## config.mk

```make
export PLATFORM = sky130hd
export DESIGN_NAME = regfile_wb_arbiter
export DESIGN_NICKNAME = d
export VERILOG_FILES = /design/src/rtl/regfile_pkg.sv /design/src/rtl/rr_arbiter.sv /design/src/rtl/regfile_wb_arbiter.sv
export SDC_FILE = /design/constraint.sdc
export NUM_CORES = 1
export LEC_CHECK = 0
export CAP_MARGIN = 20
export CORE_ASPECT_RATIO = 1.5
export CORE_MARGIN = 2
export CORE_UTILIZATION = 45
export DETAILED_ROUTE_END_ITERATION = 7
export PLACE_DENSITY = 0.87
export REMOVE_ABC_BUFFERS = 1
export SYNTH_ARGS = -nofsm -noshare
export SYNTH_HDL_FRONTEND = slang
export SYNTH_SLANG_ARGS = --single-unit
export TNS_END_PERCENT = 10
```

## constraint.sdc

```tcl
create_clock -name clk -period 7.1 [get_ports clk]
set_input_delay 1.42 -clock clk [delete_from_list [all_inputs] [get_ports clk]]
set_output_delay 1.42 -clock clk [all_outputs]
set_load 0.1 [all_outputs]
```

## src/rtl/regfile_pkg.sv

```systemverilog
// Shared constants and types for the register-file write-port controller.
//   NUM_REGS / REG_AW / REG_DW : register file geometry (32 x 32)
//   state_t                    : controller phase, INIT (zero sweep) or RUN
//   reg_addr_t                 : register index type
package regfile_pkg;

  localparam int NUM_REGS = 32;
  localparam int REG_AW   = 5;
  localparam int REG_DW   = 32;

  // Two-phase controller; plain constants keep the encoding visible to
  // older tools and waveform viewers.
  typedef logic [0:0] state_t;
  localparam state_t INIT = 1'b0;
  localparam state_t RUN  = 1'b1;

  typedef logic [REG_AW-1:0] reg_addr_t;

endpackage

```

## src/rtl/rr_arbiter.sv

```systemverilog
// Combinational round-robin picker.
//   req : request vector
//   ptr : highest-priority index this cycle (owned by the parent)
//   gnt : one-hot grant to the first request at or after ptr, with wrap
//   idx : encoded index of gnt (0 when nothing is requested)
module rr_arbiter #(
  parameter  int N  = 3,
  localparam int IW = (N > 1) ? $clog2(N) : 1
) (
  input  logic [N-1:0]  req,
  input  logic [IW-1:0] ptr,
  output logic [N-1:0]  gnt,
  output logic [IW-1:0] idx
);

  // One spare bit so ptr + k (at most 2N-2) cannot overflow before the wrap.
  logic [IW:0]   sum;
  logic [IW-1:0] cand;

  // Walk the search order backwards so the earliest candidate is the last
  // one written and therefore wins; no "found" flag needed.
  always_comb begin
    gnt  = '0;
    idx  = '0;
    sum  = '0;
    cand = '0;
    for (int k = N - 1; k >= 0; k--) begin
      sum = {1'b0, ptr} + (IW+1)'(k);
      if (sum >= (IW+1)'(N)) sum = sum - (IW+1)'(N);
      cand = sum[IW-1:0];
      if (req[cand]) begin
        gnt       = '0;
        gnt[cand] = 1'b1;
        idx       = cand;
      end
    end
  end

endmodule

```

## src/rtl/regfile_wb_arbiter.sv

```systemverilog
// Write-port controller for the CPU register file.
// After reset it writes zero to every register, then shares the single
// write port among NREQ writeback sources with round-robin arbitration.
//   clk, rst   : clock, asynchronous active-high reset
//   req_valid  : per-requester write request
//   req_addr   : packed destination registers, requester i at [i*AW +: AW]
//   req_data   : packed write data, requester i at [i*DW +: DW]
//   req_ready  : one-hot accept (combinational, RUN only)
//   we_reg     : registered register-file write enable
//   wr_addr    : registered write address
//   wr_data    : registered write data
//   grant_id   : index of the last accepted requester
//   init_done  : high once the zero sweep has finished, until next reset
module regfile_wb_arbiter
  import regfile_pkg::*;
#(
  parameter  int NREQ = 3,
  parameter  int AW   = REG_AW,
  parameter  int DW   = REG_DW,
  localparam int GW   = (NREQ > 1) ? $clog2(NREQ) : 1
) (
  input  logic               clk,
  input  logic               rst,
  input  logic [NREQ-1:0]    req_valid,
  input  logic [NREQ*AW-1:0] req_addr,
  input  logic [NREQ*DW-1:0] req_data,
  output logic [NREQ-1:0]    req_ready,
  output logic               we_reg,
  output logic [AW-1:0]      wr_addr,
  output logic [DW-1:0]      wr_data,
  output logic [GW-1:0]      grant_id,
  output logic               init_done
);

  // Sweep counter runs one past the last register; the extra value marks
  // the idle cycle in which the controller hands over to RUN.
  localparam logic [AW:0] SWEEP_END = (AW+1)'(NUM_REGS);

  state_t          state;
  logic [AW:0]     cnt;
  logic [GW-1:0]   ptr;
  logic [NREQ-1:0] gnt;
  logic [GW-1:0]   gidx;
  logic [GW-1:0]   ptr_next;
  logic            accept;
  logic [AW-1:0]   sel_addr;
  logic [DW-1:0]   sel_data;

  logic [AW-1:0] addr_arr [NREQ];
  logic [DW-1:0] data_arr [NREQ];

  for (genvar i = 0; i < NREQ; i++) begin : g_unpack
    assign addr_arr[i] = req_addr[i*AW +: AW];
    assign data_arr[i] = req_data[i*DW +: DW];
  end

  rr_arbiter #(.N(NREQ)) u_rr (
    .req (req_valid),
    .ptr (ptr),
    .gnt (gnt),
    .idx (gidx)
  );

  assign req_ready = (state == RUN) ? gnt : '0;
  assign accept    = |req_ready;
  assign sel_addr  = addr_arr[gidx];
  assign sel_data  = data_arr[gidx];
  assign ptr_next  = (gidx == GW'(NREQ - 1)) ? '0 : gidx + 1'b1;

  always_ff @(posedge clk or posedge rst) begin
    if (rst) begin
      state     <= INIT;
      cnt       <= '0;
      ptr       <= '0;
      we_reg    <= 1'b0;
      wr_addr   <= '0;
      wr_data   <= '0;
      grant_id  <= '0;
      init_done <= 1'b0;
    end else if (state == INIT) begin
      if (cnt == SWEEP_END) begin
        state     <= RUN;
        init_done <= 1'b1;
        we_reg    <= 1'b0;
      end else begin
        we_reg  <= 1'b1;
        wr_addr <= cnt[AW-1:0];
        wr_data <= '0;
        cnt     <= cnt + 1'b1;
      end
    end else begin
      // x0 is hard-wired zero: the request is consumed and rotates the
      // pointer, but the write itself is suppressed and the bus holds.
      we_reg <= accept && (sel_addr != '0);
      if (accept) begin
        grant_id <= gidx;
        ptr      <= ptr_next;
        if (sel_addr != '0) begin
          wr_addr <= sel_addr;
          wr_data <= sel_data;
        end
      end
    end
  end

endmodule

```

==> out/qor.csv <==
metric;value;unit
top_regs;wr_data (32), cnt (6), wr_addr (5);
min_to;wr_addr[0]$_DFFE_PP0P_;
cap_viol_max_count;0;
synth_compound_area_share;20.9;%
core_area;0.00727;sq mm
setup_tns;0;ps
ctsHoldBuffers;0;
synth-edff-count;0;
syn_avg_cell_area;8.48;sq um
cts_buffers;5;
drt_wl_total;10.1;mm
viasPerCell;5.42;
portBuffers;159;
clock-sinks;50;
detail-route-antenna-nets;0;
cp-start-kind;input port;
reg2reg_from;ptr[0]$_DFFE_PP0P_;
ys_seq_area_share;36.7;%
path_max_fanout;10;
cts_resized;0;
path_clk_slew;80;ps
worst_slack;1460;ps
crit_family;buffers and inverters;
top_register;wr_data;
gp_congestion;0.802;
synthMuxAreaShare;12.0;%
drc_errors;0;
worst_pin_slew;1030;ps
drive_gt1_share;11.2;%
cp_common_cell;clkdlybuf4s50_1;
fin_util;70.5;%
critical-path-max-stage-delay;1150;ps
cts_tree;built;
synth_flop_cell;dfrtp_1;
hold_depth;1;
diodes;0;
wl_per_cell;15.7;um
placementRows;38;
area_growth;50.5;%
synth-xor-area-share;1.28;%
synth_area_leader_cell;dfrtp_1;
crit_path_end_kind;output port;
hold_viol;0;
synth_common_cells;nand2_1, dfrtp_1, nor2_1;
critPathBufInv;2;
dr_total_vias;3499;
grt_pass1_wl;16.4;mm
synth_async_sr_flop_share;100;%
largest_reg_flops;32;
yosysUniqueCellTypes;54;
drt_iter0_drc;200;
hp-start;wr_addr[0]$_DFFE_PP0P_;
setup_viol;0;
final_net_count;666;
postCtsSetupBuffers;0;
grt_max_degree;77;
syn_inst;402;
status;complete, no violations;
cts-root-buf;clkbuf_8;
synth_area_leaders;dfrtp_1, nand2_1, mux2i_1;
cts_htree_levels;2;
cp_data_arrival_time;4220;ps
slew_viol_final;0;
overflow;0;
cp_cell_sequence;clkdlybuf4s50_1 -> a21oi_1 -> a21boi_1 -> nor3_1 -> nor2_2 -> nor2_1 -> clkdlybuf4s50_1;
dp_hpwl;7.70;mm
fin_crit;5640;ps
synthAdderAreaFrac;1.84;%
antenna_found_initial;0;
rsz0062_at_grt;false;
slew-limit-headroom;31.1;%
fmax;0.177;GHz
path_class;in2out;
cts.path.max_buffers;2;
fin_crit_sh;79.4;%
start_util;46.9;%
place_ws;1520;ps
die_x;75.1;um
r2r_end;wr_data[14]$_DFFE_PP0P_;
cp_slowest_cell;clkdlybuf4s50_1;
synth-seq-cells;50;
synth_top_family_by_area;simple AND/OR/NAND/NOR gates;
yosys.cell_count.top_type;nand2_1;
critPathRequiredTime;5680;ps
die_area;0.00830;sq mm
r2r_cells;10;
synthSimpleGateAreaFrac;21.9;%
io_pins;160;
min-delay-path-class;reg2reg;
die-height;111;um
grt_pass1_vias;3554;
fin_skew;5.62;ps
dr.pass1.iters;6;
clkLatencyLatePin;290;ps
grt_use_total;25.0;%
r2r_slack;3220;ps
syn-cell-area;0.00341;sq mm
ys_warn_count;0;
synth_top_area_share;36.7;%
-- area by class of cell --
cell class | instances | area (sq um)
flip-flops and latches | 50 | 1250
clock inverters | 1 | 5.00
clock buffers | 7 | 86.3
inverters | 11 | 41.3
fillers | 577 | 2150
repair buffers | 164 | 1640
well taps | 100 | 125
multi-input cells | 313 | 1980
-- stage by stage --
| stage | hold slack, ps | std cells | cell area (sq um) |
|---|---|---|---|
| after floorplan | 456 | 374 | 3270 |
| after global placement | 472 | 637 | 5020 |
| after detailed placement | 484 | 637 | 5020 |
| after CTS | 506 | 645 | 5110 |
| after global routing | 525 | 646 | 5130 |
| final | 500 | 646 | 5130 |
-- cell families (layout without fill, tap and decap cells) --
kind of cell,after synthesis,after routing
and+or+nand+nor,177,177
AOI/OAI and AO/OA,86,86
DFF,50,50
muxes,40,40
buffers and inverters,39,183
adders and majority gates,5,5
xor gates and xnor gates,5,5
-- cells in the final DEF, fill, tap and decap left out, types with 2 or more instances in the layout --
| cell type | count |
|---|---|
| nor3_1 | 3 |
| buf_4 | 4 |
| nand3b_1 | 2 |
| nand2b_1 | 3 |
| nor4_1 | 2 |
| dfrtp_1 | 50 |
| o211ai_1 | 2 |
| nor2b_1 | 3 |
| nand2_1 | 107 |
| xnor2_1 | 4 |
| mux2i_1 | 34 |
| clkdlybuf4s50_1 | 159 |
| o21ai_1 | 2 |
| clkbuf_8 | 6 |
| o21ai_0 | 8 |
| mux2_2 | 5 |
| inv_1 | 10 |
| a211oi_1 | 5 |
| o221ai_1 | 2 |
| o2bb2ai_1 | 2 |
| a31o_2 | 32 |
| a41oi_2 | 2 |
| a21oi_1 | 10 |
| ha_1 | 5 |
| a21boi_0 | 5 |
| o21a_1 | 2 |
| o22ai_1 | 2 |
| nor4b_1 | 2 |
| nor2_1 | 41 |
| nand3_1 | 4 |
-- worst max path at each step --
stage | cells past startpoint | slack (ps) | startpoint | to
floorplan | 4 | 900 | req_valid[1] | req_ready[2]
global placement | 6 | 1580 | req_valid[1] | req_ready[0]
detailed placement | 6 | 1520 | req_valid[1] | req_ready[0]
CTS | 6 | 1510 | req_valid[1] | req_ready[0]
global route | 7 | 1330 | req_valid[2] | req_ready[1]
finish | 7 | 1460 | req_valid[2] | req_ready[1]
-- routing by layer --
metal	GRT usage, %	wire length [um]	vias up
li1	-	-	1684
met1	27.2	3680	1647
met2	45.6	5600	144
met3	4.74	537	24
met4	9.40	293	0
met5	0	0	-
Power is left out: the tool's default activity adds up to more than one toggle a clock period on the data nets, which glitch-free logic cannot reach.
==> RTL change: new RTL, config.mk and constraints unchanged <==
The package constant `REG_DW` goes from 32 to 16. Comments in the files are not updated.
--- a/src/rtl/regfile_pkg.sv
+++ b/src/rtl/regfile_pkg.sv
@@ -8,3 +8,3 @@
   localparam int REG_AW   = 5;
-  localparam int REG_DW   = 32;
+  localparam int REG_DW   = 16;
 
Ports: changed (resized req_data and wr_data); port bits go from 160 to 96. No check against the original RTL was run, so the function may have changed too.
==> RTL change against the unedited design <==
Worst hold slack got worse by 47 ps; first-iteration DRC count fell by 41%; sequential share of layout area rose by 1.5 points; setup slack improved by 310 ps; wire length fell by 40%; count of clock-buffer cells in the layout did not move; fmax rose by 5.8%; die area fell by 33%; critical path type unchanged; synthesized cell count fell by 36%; sequential cell count fell by 16; cell area fell by 36%; area after synthesis fell by 35%.
Power is not shown: default switching activity piles up to over one toggle a cycle in this logic, so the estimate is an artifact.
==> RTL change: results (changes against the unedited design) <==
[route]
drt-initial-drc-count=119  ; was 200
dr.pass1.iters=4  ; was 6
num_vias=2261  ; was 3499
vias_per_cell=5.46  ; was 5.42
post_drt_wl_per_cell_um=14.8  ; was 15.7 µm

[clocking]
cts.clk_slew.worst_paths_ps=60  ; was 80 ps
clk_latency_ps=270  ; was 290 ps
cts_setup_buffers=0  ; unchanged
htreeDepth=2  ; unchanged

[hold_path]
hold_end=init_done  ; was wr_addr[0]
min_from=init_done  ; was wr_addr[0]

[critical_path]
cpLargestDelayFamily=buffers and inverters  ; unchanged
arrival_ps=3910  ; was 4220 ps
worstReg2RegEnd=wr_data[8]  ; was wr_data[14]
critPathMaxFanout=6  ; was 10
r2r_slack_ps=2950  ; was 3220 ps
crit_start=req_valid[2]  ; unchanged
worst-r2r-cell-count=12  ; was 10

[synthesis]
seq_area_frac_synth_pct=38.2  ; was 36.7%
yosys-top-cells-count=dfrtp_1, nor2_1, a21oi_1  ; was nand2_1, dfrtp_1, nor2_1
synth_area_per_cell_um2=8.61  ; was 8.48 µm²
synth_cell_types=47  ; was 54
ys_top_cells_by_area=dfrtp_1, mux2i_1, a21oi_1  ; was dfrtp_1, nand2_1, mux2i_1

[placed_design]
dp_cells=406  ; was 637
placed_area_mm2=0.00320  ; was 0.00502 mm²
gp_congestion=0.842  ; was 0.802
place_ws_ps=1520  ; about the same
port_buffers=95  ; was 159

[final_layout]
final_layout_size_suffix_gt1_share_pct=4.89  ; was 11.2%
reg_top3=wr_data: 16 flops, cnt: 6 flops, wr_addr: 5 flops  ; was wr_data: 32 flops, cnt: 6 flops, wr_addr: 5 flops
fin_nets=421  ; was 666

[global_routing]
grtUsageMet3_pct=5.04  ; was 4.74%
grt_pass1_wl_um=10200  ; was 16400 µm
first_global_vias=2299  ; was 3554
grt_use_total_pct=23.8  ; was 25.0%
use_met2_pct=41.4  ; was 45.6%
grt_max_degree=35  ; was 77
grt_util_met1_pct=28.0  ; was 27.2%

[sta]
hold_slack_ps=453  ; was 500 ps
relSlewSlack_pct=32.5  ; was 31.1%
skew_ps=4.33  ; was 5.62 ps

[status]
status=complete, no violations  ; unchanged

RTL change: final cells by class:
class                      instances  area [µm²]
clock buffer                       7        76.3
fill                             401        1530
inverter                           9        33.8
multi-input combinational        198        1250
sequential                        34         851
tap                               66        82.6
timing repair buffer             100         986
RTL change: metal layers:
layer  vias up  wire (µm)
li1       1105          -
met1      1055       2400
met2        88       3220
met3        13        351
met4         0        140
met5         -          0
RTL change: kinds of logic after synthesis:
logic type	after synthesis	synth area share [%]
flops	34	38.2
mux	21	9.48
buf+inv	27	5.61
compound gates	83	24.2
fa+ha+maj	5	2.81
simple gates	84	17.7
xor+xnor	5	1.96
RTL change: worst max-delay path by stage:
stage,end,slack [ps],cells past startpoint
finish,req_ready[2],1770,6
detailed placement,req_ready[2],1520,6
CTS,req_ready[2],1530,6
floorplan,req_ready[1],2190,4
global placement,req_ready[2],1590,6
global route,req_ready[0],1700,6
